File: src/rtl/phase_sequencer_pkg.sv
// Shared encodings for the traffic-phase sequencer: phase codes, lamp codes
// and the nominal phase durations in seconds.
package phase_sequencer_pkg;

  localparam logic [1:0] ST_E = 2'b00;
  localparam logic [1:0] ST_A = 2'b01;
  localparam logic [1:0] ST_G = 2'b10;
  localparam logic [1:0] ST_L = 2'b11;

  localparam logic [2:0] LT_GREEN = 3'b001;
  localparam logic [2:0] LT_AMBER = 3'b010;
  localparam logic [2:0] LT_RED   = 3'b100;

  localparam int D_G  = 30;
  localparam int D_A  = 15;
  localparam int D_AS = 22;
  localparam int D_E  = 30;
  localparam int D_L  = 5;

endpackage

File: src/rtl/phase_sequencer_if.sv
// Bundle between the phase sequencer and its surroundings (tick source,
// pedestrian input, preset generator, lamp drivers).
interface phase_sequencer_if #(
  parameter int CW = 6
);
  // Load handshake: pulse is a one-cycle valid with no ready; the generator
  // must present preset combinationally from state/specific while pulse=1,
  // and the sequencer captures it on the edge that ends the pulse cycle.
  logic          tick;
  logic          req;
  logic [CW-1:0] preset;
  logic [1:0]    state;
  logic          specific;
  logic          pulse;
  logic [CW-1:0] count;
  logic [2:0]    lights;
  logic          walk;

  modport master (
    input  tick, req, preset,
    output state, specific, pulse, count, lights, walk
  );

  modport slave (
    output tick, req, preset,
    input  state, specific, pulse, count, lights, walk
  );
endinterface

File: src/rtl/phase_timer.sv
// Loadable down-counter for the phase duration; 'last' flags the tick that
// ends the phase. Never wraps below zero.
module phase_timer
  import phase_sequencer_pkg::*;
#(
  parameter int CW = 6
) (
  input  logic          clk,
  input  logic          reset,
  input  logic          load,
  input  logic [CW-1:0] value,
  input  logic          tick,
  output logic [CW-1:0] count,
  output logic          last
);

  assign last = tick && (count <= CW'(1));

  always_ff @(posedge clk or posedge reset) begin
    if (reset) begin
      count <= '0;
    end else if (load) begin
      count <= value;
    end else if (tick) begin
      count <= last ? '0 : count - CW'(1);
    end
  end

endmodule

File: src/rtl/phase_sequencer.sv
// Phase state machine G->A->E->L->G with preset load handshake, pedestrian
// request latch, green preemption and lamp decode.
module phase_sequencer
  import phase_sequencer_pkg::*;
#(
  parameter int CW         = 6,
  parameter int PREEMPT_AT = 20
) (
  input  logic clk,
  input  logic reset,
  phase_sequencer_if.master bus
);

  localparam logic [CW-1:0] PRE_LIM = CW'(PREEMPT_AT);

  logic [1:0]    state;
  logic [1:0]    state_next;
  logic          pulse;
  logic          load_req;
  logic          pending;
  logic          busy;
  logic          tick_eff;
  logic          last;
  logic          preempt;
  logic          advance;
  logic          timer_load;
  logic [CW-1:0] timer_value;
  logic [CW-1:0] count;

  // A tick arriving while a load is outstanding is dropped: the load wins.
  assign busy     = pulse | load_req;
  assign tick_eff = bus.tick & ~busy;
  assign preempt  = (state == ST_G) & pending & tick_eff & (count <= PRE_LIM);
  assign advance  = last | preempt;

  // Preempting green also zeroes the count so every phase end looks alike.
  assign timer_load  = pulse | preempt;
  assign timer_value = pulse ? bus.preset : '0;

  phase_timer #(.CW(CW)) u_timer (
    .clk   (clk),
    .reset (reset),
    .load  (timer_load),
    .value (timer_value),
    .tick  (tick_eff),
    .count (count),
    .last  (last)
  );

  always_comb begin
    state_next = ST_L;
    case (state)
      ST_G:    state_next = ST_A;
      ST_A:    state_next = ST_E;
      ST_E:    state_next = ST_L;
      ST_L:    state_next = ST_G;
      default: state_next = ST_L;
    endcase
  end

  always_ff @(posedge clk or posedge reset) begin
    if (reset) begin
      state    <= ST_L;
      pulse    <= 1'b0;
      load_req <= 1'b1;
      pending  <= 1'b0;
    end else begin
      load_req <= 1'b0;
      pulse    <= load_req | advance;
      if (advance) begin
        state <= state_next;
      end
      // A request on the E-entry edge survives the clear.
      if (bus.req) begin
        pending <= 1'b1;
      end else if (advance && (state_next == ST_E)) begin
        pending <= 1'b0;
      end
    end
  end

  always_comb begin
    bus.lights = LT_RED;
    case (state)
      ST_G:    bus.lights = LT_GREEN;
      ST_A:    bus.lights = LT_AMBER;
      default: bus.lights = LT_RED;
    endcase
  end

  // The generator has no defined green preset for a pending request.
  assign bus.specific = pending & (state != ST_G);
  assign bus.walk     = (state == ST_E);
  assign bus.state    = state;
  assign bus.pulse    = pulse;
  assign bus.count    = count;

endmodule

File: src/flat_wrapper.sv
// flat-port wrapper written by rule: the top's interface ports become plain ports
module phase_sequencer_flat import phase_sequencer_pkg::*;
#(
  parameter int CW         = 6,
  parameter int PREEMPT_AT = 20
)
  (clk, reset, bus_tick, bus_req, bus_preset, bus_state, bus_specific, bus_pulse, bus_count, bus_lights, bus_walk);
  phase_sequencer_if #(.CW(CW)) bus_i ();
  input  logic clk;
  input  logic reset;
  input wire logic [$bits(bus_i.tick)-1:0] bus_tick;
  input wire logic [$bits(bus_i.req)-1:0] bus_req;
  input wire logic [$bits(bus_i.preset)-1:0] bus_preset;
  output wire logic [$bits(bus_i.state)-1:0] bus_state;
  output wire logic [$bits(bus_i.specific)-1:0] bus_specific;
  output wire logic [$bits(bus_i.pulse)-1:0] bus_pulse;
  output wire logic [$bits(bus_i.count)-1:0] bus_count;
  output wire logic [$bits(bus_i.lights)-1:0] bus_lights;
  output wire logic [$bits(bus_i.walk)-1:0] bus_walk;
  assign bus_i.tick = bus_tick;
  assign bus_i.req = bus_req;
  assign bus_i.preset = bus_preset;
  assign bus_state = bus_i.state;
  assign bus_specific = bus_i.specific;
  assign bus_pulse = bus_i.pulse;
  assign bus_count = bus_i.count;
  assign bus_lights = bus_i.lights;
  assign bus_walk = bus_i.walk;
  phase_sequencer #(.CW(CW), .PREEMPT_AT(PREEMPT_AT)) u_core (.clk(clk), .reset(reset), .bus(bus_i));
endmodule
File: config.mk
export PLATFORM = sky130hd
export DESIGN_NAME = phase_sequencer_flat
export DESIGN_NICKNAME = d
export VERILOG_FILES = /design/src/rtl/phase_sequencer_pkg.sv /design/src/rtl/phase_sequencer_if.sv /design/src/rtl/phase_timer.sv /design/src/rtl/phase_sequencer.sv /design/src/flat_wrapper.sv
export SDC_FILE = /design/constraint.sdc
export NUM_CORES = 1
export LEC_CHECK = 0
export ABC_AREA = 1
export ABC_CLOCK_PERIOD_IN_PS = 1500
export BUFFER_PORTS_ARGS = -buffer_cell sky130_fd_sc_hd__buf_2
export CORE_ASPECT_RATIO = 0.9
export CORE_UTILIZATION = 25
export DETAILED_ROUTE_END_ITERATION = 12
export GPL_TIMING_DRIVEN = 0
export HOLD_SLACK_MARGIN = 0.06
export PLACE_DENSITY = 0.5
export RECOVER_POWER = 100
export SETUP_SLACK_MARGIN = 0.02
export SKIP_LAST_GASP = 1
export SLEW_MARGIN = 20
export SYNTH_ARGS = -nofsm -noshare
export SYNTH_HDL_FRONTEND = slang
export SYNTH_SLANG_ARGS = --single-unit
File: constraint.sdc
create_clock -name clk -period 1.5 [get_ports clk]
set_input_delay 0.3 -clock clk [delete_from_list [all_inputs] [get_ports clk]]
set_output_delay 0.3 -clock clk [all_outputs]
set_load 0.01 [all_outputs]
# ---- Yosys cells after proc, flatten, opt, wreduce, memory -nomap -nowiden
# Cells that the tools add are included.
dict set report op_classes {
  n_addsub 1
  bitwise 10
  reduce_logical 6
  mux 8
  eq_ne 4
  order_cmp 2
}
# op n
set ops {}
lappend ops {{two-way mux 6 bit} 4}
lappend ops {{case mux 2 bit (4 select lines)} 1}
lappend ops {{<= comparator 6 x 1 -> 1 bit, second input constant} 1}
lappend ops {{<= comparator 6 x 5 -> 1 bit, second input constant} 1}
lappend ops {{case mux 3 bit (2 select lines)} 1}
lappend ops {{subtractor 6 x 1 -> 6 bit, second input constant} 1}
lappend ops {{bitwise AND 1 bit} 5}
lappend ops {{equality test 2 bit, second input constant} 2}
lappend ops {{logical NOT 2 bit} 2}
lappend ops {{bitwise OR 1 bit} 4}
lappend ops {{nonzero test 2 bit} 2}
lappend ops {{equality test 2 x 1 -> 1 bit, second input constant} 1}
lappend ops {{logical AND 1 bit} 2}
lappend ops {{two-way mux 1 bit} 2}
lappend ops {{!= test 2 bit, second input constant} 1}
lappend ops {{inverter 1 bit} 1}
dict set report totals {
  register_bits 11
  word_cells 36
}

# ---- Depth between registers and ports, before layout
dict set report logic_depth {
  word_depth 9
  depth_mapped 11
  mapped_depth_nobuf 11
}

# ---- Modules after synthesis
# A second synthesis with hierarchy kept.
dict set report unflattened {
  cells_unflattened 114
  area_unflattened_um2 834.6
}
# mod instances seq_area_each_um2 area_per_inst_um2 cells_each
set modules_own_cells {}
lappend modules_own_cells {phase_timer 1 150.1 442.9 60}
lappend modules_own_cells {phase_sequencer 1 128.9 391.6 54}

# ---- Worst setup path before layout
# OpenSTA, ideal clock, no wires.
dict set report synth_timing {
  path_type {register to register}
  from {register u_core.u_timer.count[0]}
  to {register u_core.u_timer.count[5]}
  path_stages_with_launch 9
  setup_ns 0.077
  path_slack_ns 0.008
  t_arrival_ns 1.414
  n_path_buf 0
  synth_period_minus_slack_ns 1.492
  required_ns 1.423
  cell_sequence {dfrtp_1 inv_1 ha_1 or2_1 nand3_1 nor2_1 nor2_1 nand2_1 a21oi_1}
}
dict set report synth_between {
  elab_chain_len 5
  elab_cells_between_ends 10
  classes_between {add/sub (1); order compare (2); mux (3); bitwise (2); reduce/logical (2)}
}
# item line
set synth_lines {}
lappend synth_lines {{from (decl)} phase_timer.sv:13} ;# output logic [CW-1:0] count,
lappend synth_lines {{from (signal assigned)} phase_timer.sv:23} ;# count <= value;
lappend synth_lines {{from (signal assigned)} phase_timer.sv:25} ;# count <= last ? '0 : count - CW'(1);
lappend synth_lines {{<= comparator 6 x 1 -> 1 bit} phase_timer.sv:17} ;# assign last = tick && (count <= CW'(1));
lappend synth_lines {{logical AND 1 bit} phase_timer.sv:17}
lappend synth_lines {{two-way mux 6 bit} phase_timer.sv:25}
lappend synth_lines {{two-way mux 6 bit} phase_timer.sv:24} ;# end else if (tick) begin
lappend synth_lines {{two-way mux 6 bit} phase_timer.sv:22} ;# end else if (load) begin
# Several ways; a longest one is shown, not always the timed one. The select of a mux whose other input is x is not followed.
# A chain may end at the register's enable or synchronous reset.

# ---- Worst setup path in the final report
dict set report layout_timing {
  from {register u_core.state[1], in the netlist u_core.bus.state[1]}
  to {output port bus_lights[2]}
}
dict set report layout_between {
  elab_chain_len 2
  elab_cells_between_ends 3
  classes_between {eq/ne (2); mux (1)}
}
# item line
set layout_lines {}
lappend layout_lines {{from (decl)} phase_sequencer.sv:16} ;# logic [1:0] state;
lappend layout_lines {{from (signal assigned)} phase_sequencer.sv:71} ;# state <= state_next;
lappend layout_lines {{equality test 2 x 1 -> 1 bit or equality test 2 bit (tied branches)} phase_sequencer.sv:84} ;# case (state)
lappend layout_lines {{case mux 3 bit (2 select lines) *} phase_sequencer.sv:84}
lappend layout_lines {{to (decl)} flat_wrapper.sv:18} ;# output wire logic [$bits(bus_i.lights)-1:0] bus_lights;
# Mark *: on every way between the ends. The rest lies on a longest branch, timed or not.

==> flow_metrics.py <==
metrics = {
    "run_status": {
        "status": "finished, violations left",
        "violations": "negative setup slack",
    },
    "sta": {
        "setup_tns_ps": -752,
        "skew_ps": 1.54,
        "finalCriticalPeriod_ps": 1620,
        "fin_ws_ps": -121,
        "finalHoldViolations": 0,
        "fmax_ghz": 0.617,
        "slew_violations": 0,
        "rsz0062_at_grt": "yes",
        "setup-violations-final": 11,
        "period_share": 1.08,
    },
    "clock_network": {
        "numCtsBuffers": 3,
        "cts_max_path_buffers": 2,
        "cts.reportedPaths.clkPinSlew_ps": 50,
        "cts_max_level": 1,
        "clk_latency_ps": 230,
        "clockRootBuffer": "clkbuf_8",
        "clock_sinks": 11,
        "cts_tree": "yes",
        "cts_hold_buf": 0,
    },
    "detailed_routing": {
        "drt_iter0_markers": 23,
        "vias_per_cell": 4.38,
        "vias": 805,
        "dr_wl_met3_um": 120,
        "highest_layer": "met3",
        "post-route-drc-count": 0,
        "antenna_left": 0,
        "m1WireLength_um": 1010,
        "wl_met2_um": 1150,
        "wl_um": 2280,
        "first_pass_iters": 4,
        "wl_per_cell_um": 12.4,
    },
    "power": {
        "p_sw_w": 0.000616,
        "p_int_w": 0.000972,
        "seq_power_share": 0.272,
        "power.density_mw_per_mm2": 1290,
        "p_clk_frac": 0.185,
        "p_comb_frac": 0.543,
        "finalPower_w": 0.00159,
        "leakage_nw": 0.591,
        "sw_frac_of_total": 0.388,
        "irDropWorstVdd_uv": 628,
    },
    "critical_path": {
        "max_stage_delay_ps": 600,
        "worstSetupPathType": "flip-flop to output port",
        "rrSetupSlack_ps": -110,
        "cp_max_fo": 2,
        "worstPathArrival_ps": 1320,
        "start_kind": "flip-flop",
        "slowest_stage": "dfstp_1",
        "crit_top_cell": "inv_4",
        "path_cells": "inv_4 -> ha_4 -> inv_4 -> buf_6",
        "worstSetupEndpointType": "output port",
        "critPathRequiredTime_ps": 1200,
    },
    "cells_and_area": {
        "diodes": 0,
        "area_growth_syn_to_layout_pct": 46.5,
        "nets": 161,
        "fin_area_mm2": 0.00123,
        "layout_commonest_cell": "nor2_1",
        "drive_gt1_frac": 0.408,
        "layout_common_cells": "18 x nor2_1, 15 x nand2_1, 14 x buf_2",
        "stdcell_count": 184,
    },
    "logic_synthesis": {
        "ys_top_cells_by_area": "dfrtp_1 24%, ha_1 12%, dfstp_2 9.4%",
        "synthMuxAreaShare": 0,
        "synth_adder_area_share": 0.120,
        "syn_area_um2": 837,
        "synth_top_family_by_area": "simple AND/OR/NAND/NOR gates",
        "ys_seq_area_frac": 0.333,
        "syn-num-nets": 125,
        "synth_seq_cells": 11,
        "synth_top_area_share": 0.239,
        "synth-compound-area-share": 0.0912,
        "syn_area_per_cell_um2": 7.82,
        "yosys.area_share.simple": 0.342,
        "synth_xor_xnor_area_share": 0.0105,
        "yosys_warnings": 0,
        "syn_inst": 107,
        "ys_types": 25,
        "synth_largest_area_cell": "dfrtp_1",
    },
    "floorplan": {
        "pin_count": 24,
        "start_util": 0.269,
        "die_x_um": 63.0,
        "die_y_um": 56.9,
        "die_area_mm2": 0.00358,
        "placementRows": 19,
        "coreArea_mm2": 0.00311,
    },
    "global_routing": {
        "overflow": 0,
        "grt_max_degree": 12,
        "grt_usage": 0.140,
        "grt_pass1_vias": 831,
        "grt_pass1_wl_um": 3840,
        "antenna_found_initial": 0,
    },
    "placement": {
        "place.gp.congestion": 0.772,
        "place.port_buffers": 23,
        "hpwlAfterDp_um": 1560,
        "post_dp_cell_area_mm2": 0.00100,
        "place_inst": 172,
    },
    "flow_run": {
        "maxCapViolations": 0,
    },
    "min_path": {
        "hold_class": "primary input to asynchronous set/reset pin",
    },
}
[logic make-up after synthesis]
family / Yosys count
flip-flops: 11
adder cells (fa/ha/maj): 8
XOR/XNOR: 1
buffers and inverters: 17
AO/OA/AOI/OAI: 14
AND/OR/NAND/NOR: 55
other: 1
[sequential cells by signal, indices dropped and copies added (netlist names)]
register	cells
u_core.load_req	1
u_core.pending	1
u_core.bus.state	2
u_core.u_timer.count	6
u_core.bus.pulse	1
[stage by stage]
step                      utilization  hold slack (ps)  setup WS (ps)
final                           0.394             64.8           -121
after global routing            0.394             94.0           -180
after CTS                       0.391             77.1           -148
after detailed placement        0.323              333          -68.9
after global placement          0.323              321          -17.7
after floorplan                     -              150           46.0
[metal layers]
metal | vias to the layer above | track usage
li1 | 408 | -
met1 | 380 | 0.168
met2 | 17 | 0.238
met3 | 0 | 0.0386
met4 | 0 | 0.0498
met5 | - | 0
[power by group through the flow]
stage          Sequential [W]  Clock, W  Combinational [W]
6_report             0.000431  0.000293           0.000863
5_1_grt              0.000439  0.000334           0.000944
4_1_cts              0.000430  0.000308           0.000830
3_5_place_dp         0.000441         0           0.000518
3_3_place_gp         0.000438         0           0.000504
2_1_floorplan        0.000451         0           0.000327
[final cells by class]
type | instances | area, um^2
Timing Repair Buffer | 32 | 210
Sequential cell | 11 | 279
Multi-Input combinational cell | 79 | 557
Inverter | 15 | 71.3
Fill cell | 337 | 1890
Clock buffer | 4 | 45.0
Tap cell | 42 | 52.6
Buffer | 1 | 11.3
[critical path, delay by kind of cell, from the launching register on]
family	cells	cell delay, ps
adders and majority gates	1	280
buffers and inverters	3	210
DFF	1	600
[path summary, 6_finish.rpt]
path                                        to                start  cells past startpoint
max                              bus_lights[2]  u_core.bus.state[1]                      4
min                           u_core.bus.pulse                reset                      2
max reg2reg                     u_core.pending  u_core.bus.state[1]                      8
min reg2reg                     u_core.pending       u_core.pending                      1
max in group asynchronous  u_core.bus.state[1]                reset                      2
min in group clk                u_core.pending              bus_req                      2
[Yosys cell counts]
cell type and instances:
nand4_1 3, nor2_1 19, nand3_1 8, nor2_2 1, nor2_4 1, dfrtp_1 8
dfstp_2 3, ha_1 8, a21oi_1 9, inv_2 1, nand2_2 2, xor2_1 1
or2_1 1, a21o_1 1, nand2_4 2, a21oi_2 1, nand2_1 16, buf_4 1
inv_1 13, nand3b_4 1, o21ai_0 3, nand3_4 1, conb_1 1, buf_6 1
inv_8 1
[repair_timing]
action	CTS	global route
pin swaps	6	1
resized for setup	21	9
setup buffers	8	2
setup endpoints to repair	13	12
No activity file was read; power rests on OpenSTA's default activity.
